$ cat src/rtl/f16_fmac_normal_trunc.sv
// Registered binary16 fused multiply-accumulate (x*y + z) with a single truncating
// rounding step; subnormal inputs and results are flushed to zero.
module f16_fmac_normal_trunc (
  input  logic        clk,
  input  logic        rst,
  input  logic        in_valid,
  input  logic [15:0] x,
  input  logic [15:0] y,
  input  logic [15:0] z,
  output logic        out_valid,
  output logic [15:0] result
);

  logic       sx, sy, sz;
  logic [4:0] ex, ey, ez;
  logic [9:0] fx, fy, fz;

  assign {sx, ex, fx} = x;
  assign {sy, ey, fy} = y;
  assign {sz, ez, fz} = z;

  logic zero_x, zero_y, zero_z;
  logic inf_x, inf_y, inf_z;
  logic nan_any;

  assign zero_x  = (ex == 5'd0);
  assign zero_y  = (ey == 5'd0);
  assign zero_z  = (ez == 5'd0);
  assign inf_x   = (ex == 5'h1f) && (fx == 10'd0);
  assign inf_y   = (ey == 5'h1f) && (fy == 10'd0);
  assign inf_z   = (ez == 5'h1f) && (fz == 10'd0);
  assign nan_any = ((ex == 5'h1f) && (fx != 10'd0)) ||
                   ((ey == 5'h1f) && (fy != 10'd0)) ||
                   ((ez == 5'h1f) && (fz != 10'd0));

  logic [10:0] mx, my, mz;
  logic [21:0] mp, ma;
  logic        sp, prod_zero, prod_inf;
  logic signed [7:0] ep, ez_s;

  assign mx        = zero_x ? 11'd0 : {1'b1, fx};
  assign my        = zero_y ? 11'd0 : {1'b1, fy};
  assign mz        = zero_z ? 11'd0 : {1'b1, fz};
  assign mp        = {11'd0, mx} * {11'd0, my};
  assign ma        = {1'b0, mz, 10'd0};
  assign sp        = sx ^ sy;
  assign prod_zero = zero_x | zero_y;
  assign prod_inf  = inf_x | inf_y;
  assign ep        = $signed({3'b000, ex}) + $signed({3'b000, ey}) - 8'sd15;
  assign ez_s      = $signed({3'b000, ez});

  logic signed [7:0] ep_eff, ez_eff, e_w;
  logic [7:0]        diff;
  logic [21:0]       a_p, a_z;
  logic [22:0]       sum, norm;
  logic              sign_r;
  logic [4:0]        lead;
  logic signed [9:0] e_n;
  logic [15:0]       res_c;

  // NOTE: every signal assigned here gets a default first so no latch is inferred.
  always_comb begin
    // A zero operand borrows the other side's exponent so it never forces a shift.
    ep_eff = prod_zero ? ez_s : ep;
    ez_eff = zero_z ? ep_eff : ez_s;
    e_w    = ep_eff;
    diff   = 8'd0;
    a_p    = mp;
    a_z    = ma;
    if (ep_eff >= ez_eff) begin
      e_w  = ep_eff;
      diff = 8'(ep_eff - ez_eff);
      a_z  = (diff >= 8'd22) ? 22'd0 : (ma >> diff[4:0]);
    end else begin
      e_w  = ez_eff;
      diff = 8'(ez_eff - ep_eff);
      a_p  = (diff >= 8'd22) ? 22'd0 : (mp >> diff[4:0]);
    end

    sum    = 23'd0;
    sign_r = 1'b0;
    if (sp == sz) begin
      sum    = {1'b0, a_p} + {1'b0, a_z};
      sign_r = sp;
    end else if (a_p > a_z) begin
      sum    = {1'b0, a_p - a_z};
      sign_r = sp;
    end else if (a_z > a_p) begin
      sum    = {1'b0, a_z - a_p};
      sign_r = sz;
    end

    lead = 5'd0;
    for (int i = 0; i < 23; i++) begin
      if (sum[i]) lead = 5'(i);
    end
    if (lead >= 5'd20) norm = sum >> (lead - 5'd20);
    else               norm = sum << (5'd20 - lead);
    e_n = {{2{e_w[7]}}, e_w} + {5'd0, lead} - 10'sd20;

    if (nan_any || (inf_x && zero_y) || (inf_y && zero_x) ||
        (prod_inf && inf_z && (sp != sz)))
      res_c = 16'h7e00;
    else if (prod_inf)
      res_c = {sp, 15'h7c00};
    else if (inf_z)
      res_c = {sz, 15'h7c00};
    else if (sum == 23'd0)
      res_c = {sign_r, 15'd0};
    else if (e_n >= 10'sd31)
      res_c = {sign_r, 15'h7c00};
    else if (e_n <= 10'sd0)
      res_c = {sign_r, 15'd0};
    else
      res_c = {sign_r, e_n[4:0], norm[19:10]};
  end

  // NOTE: state registers use non-blocking assignments only.
  always_ff @(posedge clk) begin
    if (rst) begin
      result    <= 16'h0000;
      out_valid <= 1'b0;
    end else if (in_valid) begin
      result    <= res_c;
      out_valid <= 1'b1;
    end else begin
      out_valid <= 1'b0;
    end
  end

endmodule

$ cat config.mk
export PLATFORM = sky130hd
export DESIGN_NAME = f16_fmac_normal_trunc
export DESIGN_NICKNAME = d
export VERILOG_FILES = /design/src/rtl/f16_fmac_normal_trunc.sv
export SDC_FILE = /design/constraint.sdc
export NUM_CORES = 1
export LEC_CHECK = 0
export BUFFER_PORTS_ARGS = -buffer_cell sky130_fd_sc_hd__clkbuf_2
export CORE_ASPECT_RATIO = 1.2
export CORE_UTILIZATION = 60
export DETAILED_ROUTE_END_ITERATION = 8
export PLACE_DENSITY = 0.77
export SLEW_MARGIN = 30
export SYNTH_ARGS = -nofsm -noshare
export SYNTH_HDL_FRONTEND = slang
export SYNTH_SLANG_ARGS = --single-unit
$ cat constraint.sdc
create_clock -name clk -period 21.4 [get_ports clk]
set_clock_uncertainty 0.1 [all_clocks]
set_input_delay 4.28 -clock clk [delete_from_list [all_inputs] [get_ports clk]]
set_output_delay 4.28 -clock clk [all_outputs]
set_load 0.1 [all_outputs]
; ---- After elaboration in Yosys (flattened, before gate mapping)
; Cells that the tools add are included.
[op_classes]
reduce_logical = 25
mul = 1
add_sub_neg = 11
eq_ne = 5
bitwise_logic = 3
n_lt_le_gt_ge = 8
n_shift = 4
n_mux = 46
[op_table]
columns = op, n
row1 = 22-bit two-way mux, 6
row2 = 5-bit two-way mux, 21
row3 = 16-bit two-way mux, 3
row4 = 15-bit two-way mux, 3
row5 = 22-bit > comparator, 2
row6 = 22-bit subtractor, 2
row7 = 11-bit two-way mux, 3
row8 = 10-bit zero test, 3
row9 = 10-bit nonzero test, 3
row10 = 8-bit two-way mux, 3
row11 = 22-bit by 22-bit adder with 23-bit output, 1
row12 = 23-bit zero test, 1
row13 = 23-bit two-way mux, 1
row14 = 23-bit by 5-bit left shift with 20-bit output, 1
row15 = 23-bit by 5-bit >> shifter with 20-bit output, 1
row16 = 11-bit by 11-bit multiplier with 22-bit output, 1
row17 = 21-bit by 5-bit >> shifter with 22-bit output, 1
row18 = 22-bit by 5-bit >> shifter with 22-bit output, 1
row19 = 20-bit two-way mux, 1
row20 = "8-bit by 5-bit greater-or-equal comparator with 1-bit output, second input constant", 2
row21 = 8-bit subtractor, 2
row22 = "5-bit equality test, second input constant", 3
row23 = 5-bit zero test, 3
row24 = "10-bit by 6-bit greater-or-equal comparator with 1-bit output, second input constant", 1
row25 = other kinds (16), 34
[word_totals]
inputBits = 51
out_inout_bits = 17
reg_bits = 17

; ---- Depth between registers and ports, before layout
[logic_depth]
ltp_word = 43
depth_mapped = 68
mapped_depth_nobuf = 63

; ---- Least setup slack after synthesis
; No wires, ideal clock.
[synth_timing]
path_type = input-to-reg
from = input x[12]
to = register result[0]
required_ps = 21238
path_slack_ps = 3721
path_stages = 61
arrival_time_ps = 17516
cell_sequence = nor3_1 -> and2_1 -> nor2_1 -> clkbuf_1 -> clkbuf_1 -> nand3_1 -> fa_1 -> fa_1 -> fa_1 -> inv_1 -> fa_1 -> inv_1 -> fa_1 -> inv_1 -> ha_1 -> a21oi_1 -> o21bai_1 -> a21oi_1 -> [... 25 more ...] -> ha_1 -> fa_1 -> a21o_1 -> a21o_1 -> nor2_1 -> a21oi_1 -> nor4b_1 -> a21oi_1 -> nor2_1 -> nor3_1 -> a21o_1 -> a211oi_1 -> nand2_1 -> or2_2 -> clkbuf_1 -> nor3_1 -> o211a_1 -> a221o_1
[synth_between]
elab_chain_len = 43
elab_cells_between_ends = 80
classes_between = add/sub: 11 / mul: 1 / order compare: 8 / eq/ne: 1 / shift: 4 / mux: 40 / bitwise: 2 / reduce/logical: 13
[synth_lines]
columns = element, line_no
row1 = start: declaration, 7  ; input logic [15:0] x,
row2 = 5-bit by 5-bit adder with 6-bit output or 5-bit zero test (tied branches), "49, 26"
row3 = 6-bit by 4-bit subtractor with 7-bit output or 1-bit OR (tied branches), "49, 47"
row4 = 8-bit two-way mux, 64  ; ep_eff = prod_zero ? ez_s : ep;
row5 = 8-bit two-way mux, 65  ; ez_eff = zero_z ? ep_eff : ez_s;
row6 = 8-bit subtractor (on tied branches), "72, 76"
row7 = "8-bit by 5-bit greater-or-equal comparator with 1-bit output, or another cell as far along", 73  ; a_z = (diff >= 8'd22) ? 22'd0 : (ma >> diff[4:0]);
row8 = 22-bit two-way mux (on tied branches), "73, 77"
row9 = 22-bit two-way mux, 70  ; if (ep_eff >= ez_eff) begin
row10 = [... 27 more ...], -
row11 = "9-bit by 6-bit subtractor with 10-bit output, or another cell as far along", 99  ; e_n = {{2{e_w[7]}}, e_w} + {5'd0, lead} - 10'sd20;
row12 = 10-bit by 1-bit <= comparator with 1-bit output or 20-bit two-way mux (tied branches), "112, 97"
row13 = 15-bit two-way mux, 112  ; else if (e_n <= 10'sd0)
row14 = 15-bit two-way mux, 110  ; else if (e_n >= 10'sd31)
row15 = 15-bit two-way mux, 108  ; else if (sum == 23'd0)
row16 = 16-bit two-way mux, 106  ; else if (inf_z)
row17 = 16-bit two-way mux, 104  ; else if (prod_inf)
row18 = 16-bit two-way mux (*), 101  ; if (nan_any || (inf_x && zero_y) || (inf_y && zero_x) ||
row19 = end signal: assignment, 124  ; result <= res_c;
row20 = end: declaration, 11  ; output logic [15:0] result
; Every way passes the cells marked *; elsewhere a longest branch is shown, timed or not.
; A chain may end at the register's enable or synchronous reset.

; ---- Worst setup path after layout
[layout_timing]
from = input y[14]
to = register result[0]
[layout_between]
elab_chain_len = 43
elab_cells_between_ends = 80
classes_between = add/sub: 11 / mul: 1 / order compare: 8 / eq/ne: 1 / shift: 4 / mux: 40 / bitwise: 2 / reduce/logical: 13
[layout_lines]
columns = element, line_no
row1 = start: declaration, 8  ; input logic [15:0] y,
row2 = 5-bit by 5-bit adder with 6-bit output or 5-bit zero test (tied branches), "49, 27"
row3 = 6-bit by 4-bit subtractor with 7-bit output or 1-bit OR (tied branches), "49, 47"
row4 = 8-bit two-way mux, 64
row5 = 8-bit two-way mux, 65
row6 = 8-bit subtractor (on tied branches), "72, 76"
row7 = "8-bit by 5-bit greater-or-equal comparator with 1-bit output, or another cell as far along", 73
row8 = 22-bit two-way mux (on tied branches), "73, 77"
row9 = 22-bit two-way mux, 70
row10 = [... 27 more ...], -
row11 = "9-bit by 6-bit subtractor with 10-bit output, or another cell as far along", 99
row12 = 10-bit by 1-bit <= comparator with 1-bit output or 20-bit two-way mux (tied branches), "112, 97"
row13 = 15-bit two-way mux, 112
row14 = 15-bit two-way mux, 110
row15 = 15-bit two-way mux, 108
row16 = 16-bit two-way mux, 106
row17 = 16-bit two-way mux, 104
row18 = 16-bit two-way mux (*), 101
; Marks and branches as above.

==> impl_metrics.csv <==
group,metric,value,unit
run_status,run_status,"completed",
finish,area_growth_syn_to_layout,3.64,%
cts,cts_buffers,3,
cts,post_cts_resized,0,
die,rows,61,
synth,cell_with_the_most_instances_after_synthesis,"inv_1",
synth,syn_avg_cell_area,7.22,sq um
setup_path,biggest_cell_delay_along_the_critical_path,0.83,ns
global_route,grt_pass1_wl,73800,microns
setup_path,worst-setup-path-type,"in -> reg",
global_route,grt_antenna_before_repair,1,
finish,finish.net_count,2229,
synth,synth-seq-cells,17,
synth,mappedNetlistNets,2244,
cts,clock_tree.htree_level_count,1,
finish,area_taken_by_flip_flops_and_latches,340,sq um
synth,synth_simple_gate_area_frac,0.241,
synth,synthTopCellsByCount,"inv_1 (201), nand2_1 (173), nor2_1 (159)",
drt,route.detailed.vias_per_inst,6.60,
global_route,number_of_global_route_vias_before_repair,14200,
synth,ys_top_cells_by_area,"ha_1 (14%), fa_1 (12%), inv_1 (5.4%)",
setup_path,type_of_origin_of_the_critical_path,"input port",
hold_path,hp-class,"reg -> reg",
cts,cts_sinks,17,
cts,clkSlewWorstSetupHoldPaths,0.05,ns
drt,num_vias,14800,
drt,ant_nets,0,
drt,remaining_drc_errors,0,
timing,unrepaired_setup_endpoints_after_global_routing,"no",
timing,tightestPinTransition,1.00,ns
drt,first_pass_iters,7,
synth,yosys_most_used_dff,"dfxtp_1",
synth,seq_area_frac_synth,0.0242,
drt,route.final.wire_length,47100,microns
timing,number_of_pins_exceeding_their_max_slew_limit_in_the_final_report,0,
cts,post-cts-setup-buffer-count,0,
die,die_width,142,microns
die,floorplan.initialDensity,0.609,
global_route,largest_net_degree_at_the_start_of_global_routing,33,
synth,synthMuxAreaShare,0.0712,
synth,synth-edff-count,0,
cts,cts.root.buffer_cell,"clkbuf_16",
synth,main_combinational_cell_family_by_area_after_synthesis,"compound AO/OA/AOI/OAI gates",
synth,mappedNetlistArea,0.0141,sq mm
finish,diodes,0,
setup_path,cp_common_cell,"a21oi_1",
placement,routabilityCongestion,1.06,
run,timing.max_cap.violations,0,
synth,post_synth_xor_area_fraction,0.0393,
timing,hold_violations,0,
die,floorplan.die_area,0.0241,sq mm
die,io_pins,68,
setup_path,cpLargestDelayFamily,"compound AO/OA/AOI/OAI gates",
timing,fmaxAchievable,50.0,MHz
cts,cts-hold-fix-buffers,0,
timing,max-slew-margin-rel,0.328,
global_route,grt_util_all_layers,0.387,
cts,tritoncts,"built",
synth,ys_async_sr_fraction,0,
drt,detail_route.iter0.violations,1337,
placement,portBuffers,67,
finish,drive_gt1_frac,0.0973,
synth,synth-compound-area-share,0.275,
synth,syn_inst,1949,
timing,part_of_the_cycle_the_worst_path_needs,0.934,
synth,synth.lib_cells_used.distinct,114,
placement,dp.final_hpwl,39300,microns
finish,layout.filler_cells,2187,
cts,clkLatencyLatePin,0.25,ns
finish,multi_input_area,0.0126,sq mm
setup_path,critical_path_buf_inv_count,5,
synth,ys_warn_count,0,
synth,yosys.area.top_type_share,0.140,
timing,fin_tns_setup,0,ns
drt,routedWlPerCell,20.9,microns
setup_path,crit_required,21.49,ns
finish,fin_util,0.631,
setup_path,path_max_fanout,23,
die,chipHeight,170,microns
setup_path,worst_path_max_delay_cell,"a221oi_2",
timing,setup-violations-final,0,
synth,synthAdderAreaFrac,0.263,
cts,cts_max_path_buffers,2,
die,fp.coreArea,0.0231,sq mm
synth,library_cell_with_the_largest_summed_area_after_synthesis,"ha_1",
setup_path,critical_path_arrival,20.08,ns
setup_path,timing.critical_path.to_type,"flop",
setup_path,r2r_setup_slack,20.40,ns
global_route,grt_overflow,0,
timing,post-route-min-period,19.99,ns
## tightest hold or removal path: stages, from the launching register on
cell and delay (ns):
dfxtp_1 0.31, nor2_1 0.08, nor3_1 0.05
## per-layer routing
| metal | wire (microns) | global-route usage | share of wire | vias up |
|---|---|---|---|---|
| met5 | 12 | 0 | 0.00025 | - |
| met4 | 3400 | 0.245 | 0.072 | 2 |
| met3 | 2780 | 0.0460 | 0.059 | 206 |
| met2 | 23100 | 0.698 | 0.49 | 695 |
| met1 | 17800 | 0.428 | 0.38 | 6994 |
| li1 | - | - | - | 6940 |
## area by class of cell
cell class                      count  area share
Sequential cell                    17      0.0233
Tap cell                          315      0.0270
Timing Repair Buffer               82      0.0307
Clock buffer                        4     0.00540
Inverter                          207      0.0533
Multi-Input combinational cell   1623       0.860
## per-stage QoR
stage | hold slack [ns] | std cells | instance area [sq um] | worst slack (ns)
6_report | 0.379 | 2248 | 14600 | 1.41
5_1_grt | 0.401 | 2248 | 14600 | 0.428
4_1_cts | 0.376 | 2248 | 14600 | 1.62
3_5_place_dp | 0.369 | 2244 | 14500 | 1.41
3_3_place_gp | 0.345 | 2244 | 14500 | 1.88
2_1_floorplan | 0.773 | 1949 | 14100 | 3.72
## cells by family (layout without fill, tap and decap cells)
group                    after synthesis  count (layout)
AND/OR/NAND/NOR                      679             679
AO/OA/AOI/OAI                        552             552
buffers and inverters                309             293
adder cells (fa/ha/maj)              244             244
multiplexers                          87              87
XOR/XNOR                              61              61
flip-flops                            17              17
## state kept, by name (all words and copies together) (netlist names)
register / count
out_valid: 1
result: 16
## worst paths after layout
check,from,to,cells after the start
worst max-delay path,y[14],result[0],60
worst min-delay path,result[10],result[10],2
worst max register to register,result[3],result[3],4
worst min register to register,result[10],result[10],2
## cells in the final DEF, fill, tap and decap left out, types with 28 or more instances in the layout
cell      count
and3_1       42
o21ai_0      92
nand2_1     173
xnor2_1      43
inv_1       201
nor2_1      158
nand2b_1     28
ha_1        157
nor3_1       50
mux2i_1      48
fa_1         87
nand3_1      56
a21o_1       33
mux2_2       29
a21oi_1     141
a211oi_1     29
and2_1       60
clkbuf_2     67
Power is not shown: default switching activity piles up to over one toggle a cycle in this logic, so the estimate is an artifact.
